--- src/rtl/piso_arbiter_if.sv ---
// Requester handshakes and serial output of the two-requester PISO arbiter,
// bundled so the bench and the design share one set of named signals.
interface piso_arbiter_if;
   logic       req0_valid;
   logic [7:0] req0_data;
   logic       req0_ready;
   logic       req1_valid;
   logic [7:0] req1_data;
   logic       req1_ready;
   logic       sout;
   logic       frame;
   logic       grant_id;
   logic       done;

   modport master (
      output req0_valid, req0_data, req1_valid, req1_data,
      input  req0_ready, req1_ready, sout, frame, grant_id, done
   );

   modport slave (
      input  req0_valid, req0_data, req1_valid, req1_data,
      output req0_ready, req1_ready, sout, frame, grant_id, done
   );
endinterface

--- src/rtl/piso_arbiter.sv ---
// Two-requester round-robin arbiter feeding an 8-bit MSB-first serialiser,
// with GAP idle cycles inserted after every frame.
module piso_arbiter #(
   parameter int unsigned GAP = 1
) (
   input logic           clk,
   input logic           rst,
   piso_arbiter_if.slave bus
);

   typedef enum logic [1:0] {
      ST_IDLE,
      ST_SHIFT,
      ST_GAP
   } state_t;

   localparam logic [3:0] GAP_LAST = 4'((GAP == 0) ? 0 : GAP - 1);

   state_t     state;
   state_t     state_next;
   logic [7:0] shreg;
   logic [2:0] cnt;
   logic [3:0] gap_cnt;
   logic       grant_q;
   logic       last_grant;
   logic       winner;
   logic       handshake;

   // NOTE: every signal driven here gets a default first, so no path can leave
   // one unassigned and infer a latch.
   always_comb begin
      state_next     = state;
      winner         = 1'b0;
      handshake      = 1'b0;
      bus.req0_ready = 1'b0;
      bus.req1_ready = 1'b0;
      bus.sout       = 1'b0;
      bus.frame      = 1'b0;
      bus.done       = 1'b0;

      case (state)
         ST_IDLE: begin
            if (!rst) begin
               // On contention the requester that did not win last time goes next.
               if (bus.req0_valid && bus.req1_valid) winner = ~last_grant;
               else                                  winner = bus.req1_valid;
               bus.req0_ready = bus.req0_valid && !winner;
               bus.req1_ready = bus.req1_valid &&  winner;
               handshake      = bus.req0_ready || bus.req1_ready;
               if (handshake) state_next = ST_SHIFT;
            end
         end
         ST_SHIFT: begin
            bus.sout  = shreg[7];
            bus.frame = 1'b1;
            if (cnt == 3'd7) begin
               // A reset landing on the last bit aborts the frame, so it gets no done.
               bus.done   = !rst;
               state_next = (GAP == 0) ? ST_IDLE : ST_GAP;
            end
         end
         ST_GAP: begin
            if (gap_cnt == GAP_LAST) state_next = ST_IDLE;
         end
         default: state_next = ST_IDLE;
      endcase
   end

   // NOTE: state is updated with non-blocking assignments so every flop samples
   // the pre-edge values, independent of block ordering.
   always_ff @(posedge clk) begin
      if (rst) state <= ST_IDLE;
      else     state <= state_next;
   end

   always_ff @(posedge clk) begin
      if (rst) begin
         shreg      <= 8'h00;
         cnt        <= 3'd0;
         gap_cnt    <= 4'd0;
         grant_q    <= 1'b0;
         last_grant <= 1'b1;
      end else begin
         case (state)
            ST_IDLE: begin
               if (handshake) begin
                  shreg      <= winner ? bus.req1_data : bus.req0_data;
                  cnt        <= 3'd0;
                  gap_cnt    <= 4'd0;
                  grant_q    <= winner;
                  last_grant <= winner;
               end
            end
            ST_SHIFT: begin
               shreg   <= {shreg[6:0], 1'b0};
               gap_cnt <= 4'd0;
               if (cnt != 3'd7) cnt <= cnt + 3'd1;
            end
            ST_GAP: begin
               if (gap_cnt != GAP_LAST) gap_cnt <= gap_cnt + 4'd1;
            end
            default: ;
         endcase
      end
   end

   assign bus.grant_id = grant_q;

endmodule

--- src/flat_wrapper.sv ---
// flat-port wrapper written by rule: the top's interface ports become plain ports
module piso_arbiter_flat 
#(
   parameter int unsigned GAP = 1
)
  (clk, rst, bus_req0_valid, bus_req0_data, bus_req1_valid, bus_req1_data, bus_req0_ready, bus_req1_ready, bus_sout, bus_frame, bus_grant_id, bus_done);
  piso_arbiter_if bus_i ();
  input logic clk;
  input logic rst;
  input wire logic [$bits(bus_i.req0_valid)-1:0] bus_req0_valid;
  input wire logic [$bits(bus_i.req0_data)-1:0] bus_req0_data;
  input wire logic [$bits(bus_i.req1_valid)-1:0] bus_req1_valid;
  input wire logic [$bits(bus_i.req1_data)-1:0] bus_req1_data;
  output wire logic [$bits(bus_i.req0_ready)-1:0] bus_req0_ready;
  output wire logic [$bits(bus_i.req1_ready)-1:0] bus_req1_ready;
  output wire logic [$bits(bus_i.sout)-1:0] bus_sout;
  output wire logic [$bits(bus_i.frame)-1:0] bus_frame;
  output wire logic [$bits(bus_i.grant_id)-1:0] bus_grant_id;
  output wire logic [$bits(bus_i.done)-1:0] bus_done;
  assign bus_i.req0_valid = bus_req0_valid;
  assign bus_i.req0_data = bus_req0_data;
  assign bus_i.req1_valid = bus_req1_valid;
  assign bus_i.req1_data = bus_req1_data;
  assign bus_req0_ready = bus_i.req0_ready;
  assign bus_req1_ready = bus_i.req1_ready;
  assign bus_sout = bus_i.sout;
  assign bus_frame = bus_i.frame;
  assign bus_grant_id = bus_i.grant_id;
  assign bus_done = bus_i.done;
  piso_arbiter #(.GAP(GAP)) u_core (.clk(clk), .rst(rst), .bus(bus_i));
endmodule
--- config.mk ---
export PLATFORM = sky130hd
export DESIGN_NAME = piso_arbiter_flat
export DESIGN_NICKNAME = d
export VERILOG_FILES = /design/src/rtl/piso_arbiter_if.sv /design/src/rtl/piso_arbiter.sv /design/src/flat_wrapper.sv
export SDC_FILE = /design/constraint.sdc
export NUM_CORES = 1
export LEC_CHECK = 0
export BUFFER_PORTS_ARGS = -buffer_cell sky130_fd_sc_hd__buf_2
export CAP_MARGIN = 5
export CORE_MARGIN = 4
export CORE_UTILIZATION = 45
export CTS_BUF_LIST = sky130_fd_sc_hd__clkbuf_4 sky130_fd_sc_hd__clkbuf_8
export DETAILED_ROUTE_END_ITERATION = 12
export PLACE_DENSITY_LB_ADDON = 0.25
export SYNTH_ARGS = -nofsm -noshare
export SYNTH_HDL_FRONTEND = slang
export SYNTH_SLANG_ARGS = --single-unit
--- constraint.sdc ---
create_clock -name clk -period 1.8 [get_ports clk]
set_clock_uncertainty 0.2 [all_clocks]
set_input_delay 0.36 -clock clk [delete_from_list [all_inputs] [get_ports clk]]
set_output_delay 0.36 -clock clk [all_outputs]
set_load 0.02 [all_outputs]
==> impl_metrics.tcl <==
set metrics [dict create \
    r2r_cells 6 \
    grt_usage_pct 16.0 \
    io_buffers 25 \
    violations "negative setup slack" \
    path_buf_inv 1 \
    ys_async_sr_fraction_pct 0 \
    syn_area_per_cell_sq_um 8.61 \
    vias 982 \
    worstPathArrival_ps 1280 \
    ys_warn_count 0 \
    syn_nets 143 \
    setup_viol 1 \
    hold_buffers 0 \
    layout_common_cells "buf_2 (20), nor3_1 (16), dfxtp_1 (15)" \
    n_antenna_cell 0 \
    drive_above_1_share_pct 41.1 \
    cp-startpoint "u_core.state[0]" \
    min_from "bus_req1_data[0]" \
    worstReg2RegEnd "u_core.gap_cnt[3]" \
    path_depth 3 \
    overflow 0 \
    hpwl_mm 1.68 \
    p_clk_share_pct 24.0 \
    crit_fanout 5 \
    start_util_pct 46.8 \
    clk_pin_slew_ps 100 \
    insertion_delay_ps 300 \
    cp_slowest_cell "dfxtp_4" \
    p_int_uw 683 \
    postRouteAntennaNets 0 \
    dieArea_sq_um 3100 \
    path_class "reg -> out" \
    r2r_setup_slack_ps 170 \
    post-route-min-period_ps 1840 \
    antenna_found_initial 0 \
    ys_ff_latch 19 \
    crit_chain "nor3_4 -> and3_4 -> buf_6" \
    die_h_um 55.7 \
    setup_tns_ps -36.8 \
    power_frac_comb_pct 26.1 \
    design_area_sq_um 1380 \
    ir_drop_mv 0.510 \
    row_count 17 \
    r2r_start "u_core.state[1]" \
    sequentialPowerShare_pct 49.9 \
    start_kind "flop" \
    placed_area_sq_um 1200 \
    tightest_slew_ps 327 \
    drv_cap 0 \
    sw_frac_of_total_pct 29.1 \
    die_x_um 55.7 \
    cts_sinks 19 \
    cts_root_buffer "clkbuf_4" \
    io_pins 26 \
    core_area_sq_um 2190 \
    cp_top_family "simple AND/OR/NAND/NOR gates" \
    dr.first_iter.drc_count 14 \
    grt_pass1_wl_mm 4.13 \
    fillers 196 \
    max_stage_delay_ps 380 \
    routed_wl_mm 2.43 \
    routed_via_density 5.28 \
    synth_edf_count 0 \
    status "finished with violations" \
    relSlewSlack_pct 78.1 \
    yosysSeqAreaShare_pct 37.1 \
    min_path_cells 3 \
    max-clock-path-buffers 2 \
    grt_pass1_vias 973 \
    drtPass1Iterations 4 \
    fmax_ghz 0.544 \
    synthCells 119 \
    required_ps 1240 \
    syn-cell-area_sq_um 1020 \
    syn_to_final_growth_pct 34.2 \
    cts_htree_levels 1 \
    cts_tree "done" \
    cp-end-kind "output port" \
    maxSlewViolCount 0 \
    seq_area_sq_um 393 \
    fin_ws_ps -36.8 \
    p_leak_uw 0.000584 \
    period_share_pct 102 \
    multi_input_area_sq_um 624 \
    synth_cell_types 36 \
    grt_max_degree 11 \
    power.switching_uw 280 \
    wl_per_cell_um 13.1 \
    rsz0062_at_grt "true" \
    hold_violations 0 \
    finalNetCount 183 \
    final_common_cell "buf_2" \
    min_path_type "in -> reg" \
    powerDensity_nw_per_um2 700 \
    synth_flop_cell "dfxtp_1" \
    cts_made_buffers 3 \
    min_to "u_core.shreg[0]" \
    gp_congestion 0.764 \
    remaining_drc_errors 0 \
]
==> worst max path at each step <==
stage | slack, ps | endpoint
6_report | -40 | bus_req0_ready
4_1_cts | 4 | bus_req0_ready
3_5_place_dp | 120 | u_core.gap_cnt[3]
2_1_floorplan | 60 | bus_done
5_1_grt | -80 | bus_req0_ready
3_3_place_gp | 160 | u_core.shreg[6]
==> power by group through the flow <==
stage	Combinational [uW]	Clock, uW	Sequential [uW]
after detailed placement	203	0	489
final	251	231	480
after global placement	200	0	487
after floorplan	137	0	487
after CTS	213	230	479
after global routing	276	254	485
==> cells in the mapped netlist (3+ instances only) <==
master   instances  share of area (%)
o31ai_1          3                2.2
o21ai_0          9                4.4
o31ai_2          4                4.9
a21oi_1          6                2.9
nand3_1          5                2.4
nor2_1           3                1.1
o21ai_1          4                2.0
and2_1           3                1.8
nand2_1         14                5.1
dfxtp_1         19                 37
ha_1             4                4.9
nor3_1          16                7.8
==> area by class of cell <==
class                   count  area share, %
multi-input cells          91           45.4
flip-flops and latches     19           28.6
repair buffers             40           19.8
well taps                  28           2.55
clock buffers               4           2.18
inverters                   4           1.46
==> worst min-delay path: stages <==
cell     delay (ps)
buf_2            70
mux2i_1          50
o21ai_0         120
==> registers in the layout (all words and copies together), names as in the netlist <==
register / cells
u_core.bus.grant_id: 1
u_core.cnt: 3
u_core.gap_cnt: 4
u_core.last_grant: 1
u_core.shreg: 8
u_core.state: 2
==> through the flow <==
stage / hold slack [ps] / worst slack (ps) / power (uW) / util [%] / cells
global placement: 235 / 162 / 687 / 54.8 / 174
detailed placement: 240 / 123 / 692 / 54.8 / 174
CTS: 146 / 3.98 / 921 / 59.3 / 182
floorplan: 220 / 61.5 / 624 / - / 119
global route: 165 / -83.3 / 1020 / 62.8 / 186
finish: 125 / -36.8 / 963 / 62.8 / 186
==> timing repair <==
action / 4_1_cts / 5_1_grt
setup endpoints to repair: 5 / 5
resized for setup: 14 / 12
setup buffers: 4 / 4
pin swaps: 1 / 3
==> metal layers <==
layer,GRT usage [%],part of all wire [%],vias to the layer above
met3,3.71,5.3,7
met4,5.56,1.7,0
met2,26.4,46,27
li1,-,-,506
met5,0,0,-
met1,20.4,47,442
==> cell families (layout without fill, tap and decap cells) <==
logic type	after synthesis	count (layout)	synth area share (%)
xor gates and xnor gates	2	2	1.71
muxes	1	1	0.977
DFF	19	19	37.1
adders and majority gates	4	4	4.88
buffers and inverters	9	48	5.74
and+or+nand+nor	52	52	28.3
AOI/OAI and AO/OA	32	32	21.2
Power figures use the tool's default switching activity.
